--- config.mk ---
export PLATFORM = sky130hd
export DESIGN_NAME = ahb_cmd_master
export DESIGN_NICKNAME = d
export VERILOG_FILES = /design/src/rtl/ahb_cmd_master.sv
export SDC_FILE = /design/constraint.sdc
export NUM_CORES = 1
export LEC_CHECK = 0
export CAP_MARGIN = 20
export CELL_PAD_IN_SITES_DETAIL_PLACEMENT = 0
export CELL_PAD_IN_SITES_GLOBAL_PLACEMENT = 1
export CORE_ASPECT_RATIO = 1.5
export CORE_UTILIZATION = 34
export CTS_CLUSTER_DIAMETER = 60
export DETAILED_ROUTE_END_ITERATION = 10
export PLACE_DENSITY = 0.9
export SETUP_SLACK_MARGIN = 0.02
export SLEW_MARGIN = 15
export SYNTH_ARGS = -nofsm -noshare
export SYNTH_HDL_FRONTEND = slang
export SYNTH_SLANG_ARGS = --single-unit
--- constraint.sdc ---
create_clock -name HCLK -period 3 [get_ports HCLK]
set_input_delay 0.75 -clock HCLK [delete_from_list [all_inputs] [get_ports HCLK]]
set_output_delay 0.75 -clock HCLK [all_outputs]
set_load 0.03 [all_outputs]
--- src/rtl/ahb_cmd_master.sv ---
// ahb_cmd_master: turns a valid/ready command stream into pipelined single
// AHB-Lite transfers and reports each completion on a one-cycle response strobe.
// Optional build macro AHB_CMD_MASTER_TIMEOUT_EN: abort a data phase that has
// been stalled by HREADY for TIMEOUT consecutive cycles.
`timescale 1ns/1ps
module ahb_cmd_master #(
  parameter int AWIDTH  = 10,
  parameter int TIMEOUT = 256
) (
  input  logic              HCLK,
  input  logic              HRESET,
  input  logic              cmd_valid,
  output logic              cmd_ready,
  input  logic              cmd_write,
  input  logic [AWIDTH-1:0] cmd_addr,
  input  logic [31:0]       cmd_wdata,
  input  logic [2:0]        cmd_size,
  output logic              rsp_valid,
  output logic [31:0]       rsp_rdata,
  output logic              rsp_err,
  output logic              busy,
  output logic [AWIDTH-1:0] HADDR,
  output logic [1:0]        HTRANS,
  output logic              HWRITE,
  output logic [2:0]        HSIZE,
  output logic [2:0]        HBURST,
  output logic              HMASTLOCK,
  output logic [3:0]        HPROT,
  output logic [31:0]       HWDATA,
  input  logic [31:0]       HRDATA,
  input  logic              HREADY,
  input  logic              HRESP
);

  localparam logic [1:0]  TRANS_IDLE   = 2'b00;
  localparam logic [1:0]  TRANS_NONSEQ = 2'b10;
  localparam logic [31:0] ABORT_RDATA  = 32'hDEADBEEF;

  // Address-phase slot: the command currently presented (or waiting to be
  // re-presented after an error) on HADDR/HTRANS.
  logic              ap_valid_reg;
  logic [AWIDTH-1:0] ap_addr_reg;
  logic              ap_write_reg;
  logic [2:0]        ap_size_reg;
  logic [31:0]       ap_wdata_reg;

  // Data-phase slot: the transfer whose HWDATA/HRDATA/HRESP is on the bus.
  logic              dp_valid_reg;
  logic              dp_write_reg;
  logic [31:0]       dp_wdata_reg;

  // Set between the two cycles of an ERROR response; parks the address slot.
  logic              err_hold_reg;

  // Command pre-processing (size clamp, address alignment, lane replication).
  logic [2:0]        size_norm;
  logic [AWIDTH-1:0] addr_aligned;
  logic [31:0]       wdata_lanes;

  // Handshake / pipeline advance terms.
  logic ap_on_bus;
  logic ap_done;
  logic dp_done;
  logic accept;
  logic abort_now;

  // Clamp reserved sizes to word and clear the address bits below the size.
  always_comb begin
    size_norm    = (cmd_size > 3'd2) ? 3'd2 : cmd_size;
    addr_aligned = cmd_addr;
    case (size_norm)
      3'd0:    addr_aligned = cmd_addr;
      3'd1:    addr_aligned[0] = 1'b0;
      default: addr_aligned[1:0] = 2'b00;
    endcase
  end

  // Replicate narrow write data onto every byte lane so the slave can pick
  // the active lane from HADDR without the master shifting data.
  for (genvar gi = 0; gi < 4; gi++) begin : g_lane
    assign wdata_lanes[gi*8 +: 8] =
        (size_norm == 3'd0) ? cmd_wdata[7:0] :
        (size_norm == 3'd1) ? cmd_wdata[(gi % 2)*8 +: 8] :
                              cmd_wdata[gi*8 +: 8];
  end

  // The address slot is only on the bus while no error response is pending.
  assign ap_on_bus = ap_valid_reg && !err_hold_reg;
  assign ap_done   = ap_on_bus && HREADY;
  assign dp_done   = dp_valid_reg && HREADY;
  assign cmd_ready = !HRESET && (!ap_valid_reg || HREADY) && !err_hold_reg && !abort_now;
  assign accept    = cmd_valid && cmd_ready;

`ifdef AHB_CMD_MASTER_TIMEOUT_EN
  localparam int               CNT_W    = $clog2(TIMEOUT) + 1;
  localparam logic [CNT_W-1:0] CNT_LAST = CNT_W'(TIMEOUT - 1);

  logic [CNT_W-1:0] wait_cnt_reg;

  // Fires on the cycle that would be the TIMEOUT-th consecutive stall.
  assign abort_now = dp_valid_reg && !HREADY && (wait_cnt_reg == CNT_LAST);

  // Count consecutive data-phase stall cycles; any progress restarts it.
  always_ff @(posedge HCLK) begin
    if (HRESET || !dp_valid_reg || HREADY || abort_now) begin
      wait_cnt_reg <= '0;
    end else begin
      wait_cnt_reg <= wait_cnt_reg + 1'b1;
    end
  end
`else
  assign abort_now = 1'b0;
`endif

  // Address slot: load on accept, free once the slave takes the address.
  always_ff @(posedge HCLK) begin
    if (HRESET) begin
      ap_valid_reg <= 1'b0;
      ap_addr_reg  <= '0;
      ap_write_reg <= 1'b0;
      ap_size_reg  <= 3'd0;
      ap_wdata_reg <= '0;
    end else if (accept) begin
      ap_valid_reg <= 1'b1;
      ap_addr_reg  <= addr_aligned;
      ap_write_reg <= cmd_write;
      ap_size_reg  <= size_norm;
      ap_wdata_reg <= wdata_lanes;
    end else if (ap_done || abort_now) begin
      ap_valid_reg <= 1'b0;
    end
  end

  // Data slot: filled from the address slot, freed when HREADY ends the phase.
  always_ff @(posedge HCLK) begin
    if (HRESET) begin
      dp_valid_reg <= 1'b0;
      dp_write_reg <= 1'b0;
      dp_wdata_reg <= '0;
    end else if (abort_now) begin
      dp_valid_reg <= 1'b0;
    end else if (ap_done) begin
      dp_valid_reg <= 1'b1;
      dp_write_reg <= ap_write_reg;
      dp_wdata_reg <= ap_wdata_reg;
    end else if (dp_done) begin
      dp_valid_reg <= 1'b0;
    end
  end

  // Error hold: entered on the first ERROR cycle, left when the response ends.
  always_ff @(posedge HCLK) begin
    if (HRESET || abort_now) begin
      err_hold_reg <= 1'b0;
    end else if (dp_valid_reg && HREADY) begin
      err_hold_reg <= 1'b0;
    end else if (dp_valid_reg && HRESP) begin
      err_hold_reg <= 1'b1;
    end
  end

  // Response strobe: one cycle after each completed (or aborted) data phase.
  always_ff @(posedge HCLK) begin
    if (HRESET) begin
      rsp_valid <= 1'b0;
      rsp_rdata <= '0;
      rsp_err   <= 1'b0;
    end else if (abort_now) begin
      rsp_valid <= 1'b1;
      rsp_rdata <= ABORT_RDATA;
      rsp_err   <= 1'b1;
    end else if (dp_done) begin
      rsp_valid <= 1'b1;
      rsp_rdata <= dp_write_reg ? 32'd0 : HRDATA;
      rsp_err   <= HRESP;
    end else begin
      rsp_valid <= 1'b0;
      rsp_rdata <= '0;
      rsp_err   <= 1'b0;
    end
  end

  assign HTRANS    = ap_on_bus ? TRANS_NONSEQ : TRANS_IDLE;
  assign HADDR     = ap_addr_reg;
  assign HWRITE    = ap_write_reg;
  assign HSIZE     = ap_size_reg;
  assign HWDATA    = dp_wdata_reg;
  assign HBURST    = 3'b000;
  assign HMASTLOCK = 1'b0;
  assign HPROT     = 4'b0011;
  assign busy      = ap_valid_reg || dp_valid_reg || err_hold_reg;

endmodule
### Yosys cells after proc, flatten, opt, wreduce, memory -nomap -nowiden

Index checks and enable logic that the tools add are counted.

* bits in latches: 0
* output and inout port bits: 92
* word-level logic and storage cells: 49
* RAM bits: 0
* bits in registers: 116
* memories: 0
* memory bits (read-only): 0

* bitwise operators: 1
* $mul: 0
* muxes and demuxes: 14
* div/mod/pow operators: 0
* shifts and indexed selects: 0
* reduce and logical (&&, ||, !) cells: 20
* equality and inequality tests: 1
* $lt $le $gt $ge: 1
* add/subtract/negate cells: 0

Operator list (number)
* $mux 8: 5
* $logic_and 1x1->1: 7
* $mux 1: 7
* $reduce_or 2->1: 3
* $reduce_bool 2->1: 2
* $eq 3x1->1 const B: 1
* $gt 3x2->1 const B: 1
* $logic_not 1->1: 3
* $logic_not 3->1: 1
* $logic_or 1x1->1: 3
* $mux 3: 1
* $reduce_or 3->1: 1
* $mux 2: 1
* $not 1->1: 1

### Longest topological paths before layout

* depth in word-level cells: 6
* depth in mapped cells: 5
* mapped depth without buffers: 3

### Least setup slack after synthesis

OpenSTA, ideal clock, no wires.

* kind: input to output
* from: input HRESET
* to: output cmd_ready
* arrival: 1.668 ns
* slack: 0.582 ns
* cell stages on the path: 4
* required time: 2.250 ns
* buffers on the path: 2
* cell sequence: or2_1 buf_6 buf_2 nor2_1

* cells in the longest elaborated chain, start to end: 3

Ends and longest elaborated chain
* start: declaration: RTL line 11 `input logic HRESET,`
* $logic_not 1->1: RTL line 91 `assign cmd_ready = !HRESET && (!ap_valid_reg || HREADY) && !err_hold_reg && !abort_now;`
* $logic_and 1x1->1 (2 in series): RTL line 91
* end: declaration: RTL line 13 `output logic cmd_ready,`

Every way passes these cells.

### Final worst setup path

* from: input HREADY
* to: output cmd_ready

* cells in the longest elaborated chain, start to end: 3

Ends and longest elaborated chain
* start: declaration: RTL line 31 `input logic HREADY,`
* $logic_or 1x1->1: RTL line 91
* $logic_and 1x1->1 (2 in series): RTL line 91

Every way passes these cells.

==> results.toml <==
[grt]
overflow = 0
grt_antenna_before_repair = 0
track_usage_pct = 19.45
grt_pass1_wl_mm = 20.13
grt_max_degree = 65
first_global_vias = 3969

[run_status]
outcome = "complete, no violations"

[cts]
ctsResizeCount = 0
cts_inserted_buffers = 17
h-tree-depth = 4
worst_setup_hold_path_clk_slew_ps = 60
cts_tree = "done"
cts_setup_buffers = 0
clk-insertion-delay-late_ps = 410
cts.root.buffer_cell = "clkbuf_16"
cts.sink_count = 116
post_cts_hold_fix_bufs = 0
bufs_on_longest_clock_path = 2

[logic_synthesis]
synthesis.yosys.warnings = 0
synth_async_sr_flop_share_pct = 0
yosys.area.top_type_share_pct = 51.31
synth-main-ff-cell = "dfxtp_1"
synth_area_per_cell_sq_um = 9.409
synth_largest_area_cell = "dfxtp_1"
postSynthCellCount = 481
syn_area_sq_mm = 0.004526
yosysSeqAreaShare_pct = 51.31
synth.ff_latch_count = 116
synth_edf_count = 0
netlist-cell-type-count = 34
top_post_synthesis_cells_by_area = "dfxtp_1 51%, nand2_1 6.3%, a21oi_1 6.1%"

[sta]
timing.max_slew.rel_slack_pct = 43.88
grt_setup_unrepaired = "no"
clock_skew_ps = 9.145
final.hold.worst_slack_ps = 450.9
worst_margin_pin_slew_ps = 839.1
tns_ps = 0
min_period_over_period_pct = 91.05
hold_viol = 0
final-max-slew-violation-count = 0
final_critical_path_setup_slack_ps = 268.6
setup_viol = 0
highest_clock_rate_mhz = 366.1
min_period_ps = 2731

[route]
drt_pass1_iterations = 4
remaining_drc_errors = 0
drt-initial-drc-count = 126
antenna_violating_nets_post_route = 0
wl_per_cell_um = 16.42
drt-vias-per-instance = 5.077
postRouteWirelength_mm = 13.19
route.vias.total = 4077

[setup_path]
critical_path.slowest_cell = "clkdlybuf4s50_1"
crit_chain = "clkdlybuf4s50_1 -> and2b_1 -> nor2_1 -> buf_4"
critical_path.reg2reg.endpoint = "ap_wdata_reg[22]"
setup.worst_path.end_class = "output port"
timing.critical_path.max_delay_family = "buffers and inverters"
cpPeakStageDelay_ps = 580
cp_max_fo = 7
crit_arrival_ps = 1980
required_ps = 2250
nature_of_the_critical_path_startpoint = "input pin"
r2r.worst_path.cells = 5
critical_path.reg2reg.startpoint = "err_hold_reg"
timing_worst_setup_path_type = "input pin to output port"
critical_path.n_buffers_inverters = 2
timing.reg2reg.setup_slack_ps = 1410

[floorplanning]
die-width_um = 96.20
start_util_pct = 34.94
core_area_sq_mm = 0.01295
design.die.area_sq_mm = 0.01379
dieHeight_um = 143.3
i_o_pin_cnt = 175
num_rows = 51

[layout]
antenna-diode-count = 0
finalNetCount = 714
flow.area_growth_from_synthesis_pct = 50.26
post_route_cells_drive_above_1_share_pct = 10.71

[power]
cellLeakagePower_uw = 0.002446
max-vdd-ir-drop_v = 0.0004133
powerDensity_mw_per_mm2 = 593.2
fin_total_pwr_uw = 4034

[placement]
gp_congestion = 0.7986
buffer_ports.inserted = 165
place_ws_ps = 253.9
post-dp-hpwl_mm = 9.472

[hold_path]
whs_endpoint = "HWDATA[16]"
hold_class = "flip-flop to flip-flop"
hold_depth = 2
holdCritStartpoint = "ap_wdata_reg[16]"

[run]
max-cap-violations = 0
layer usage:
layer	share of wire, %	GRT usage, %	vias to the layer above	wire, um
li1	-	-	1972	-
met1	37	21.27	1940	4942
met2	55	35.27	140	7275
met3	5.3	4.656	25	705
met4	2.0	7.620	0	262
met5	0	0	-	0
synthesized netlist by cell type (2+ instances only):
cell / count
nor3b_1: 3
a211oi_2: 9
buf_1: 2
a311oi_1: 8
o21ai_0: 8
nand4_1: 20
a21oi_1: 55
and2_1: 33
dfxtp_1: 116
nor2_1: 3
nand2b_1: 10
nand2_1: 76
clkbuf_1: 27
nand3b_1: 2
buf_2: 12
nor3_4: 2
mux2i_1: 24
mux2_2: 8
o31ai_1: 20
buf_6: 2
a31oi_1: 17
conb_1: 2
buf_4: 11
worst max-delay path by stage:
stage	depth (start not counted)	to	from
6_report	4	cmd_ready	HREADY
5_1_grt	4	cmd_ready	HREADY
4_1_cts	4	cmd_ready	HREADY
3_5_place_dp	4	cmd_ready	HREADY
3_3_place_gp	4	cmd_ready	HREADY
2_1_floorplan	4	cmd_ready	HRESET
report_power, final:
| group | switching, uW | internal [uW] | total, uW | leakage, uW |
|---|---|---|---|---|
| logic | 279 | 233 | 512 | 0.00124 |
| registers | 34.3 | 1600 | 1640 | 0.000942 |
| clock network | 746 | 1140 | 1890 | 0.000262 |
| total | 1060 | 2970 | 4030 | 0.00245 |
worst register-to-register path: cells and delay by family (launching register included):
kind	cells	cell delay, ps
buffers and inverters	2	510
flip-flops	1	370
AND/OR/NAND/NOR	2	430
AO/OA/AOI/OAI	1	130
placed cells by master, fill, tap and decap left out, types with 9 or more instances in the layout:
cell type,n
nand2_1,76
clkbuf_16,17
a31oi_1,17
a21oi_1,55
conb_1,9
nand2b_1,10
buf_4,13
and2_1,33
o31ai_1,20
clkdlybuf4s50_1,163
a211oi_2,9
dfxtp_1,116
nand4_1,20
mux2i_1,24
cell families after synthesis:
logic type / after synthesis / share of synthesized area, %
simple gates: 158 / 18.25
flops: 116 / 51.31
buf+inv: 55 / 6.138
other cells: 2 / 0.1659
mux: 32 / 7.299
compound gates: 118 / 16.84
per-stage QoR:
stage          std cells  util (%)  cell area, sq um
2_1_floorplan        488         -              4552
3_3_place_gp         771     48.12              6233
3_5_place_dp         771     48.17              6240
4_1_cts              803     52.50              6800
5_1_grt              803     52.50              6800
6_report             803     52.50              6800
cell type report:
class,instances,area [sq um]
fillers,1183,6153
flip-flops and latches,116,2322
multi-input cells,317,1961
repair buffers,178,1754
clock buffers,17,425.4
well taps,159,198.9
clock inverters,15,135.1
inverters,1,3.754
(Power assumes the default switching activity.)
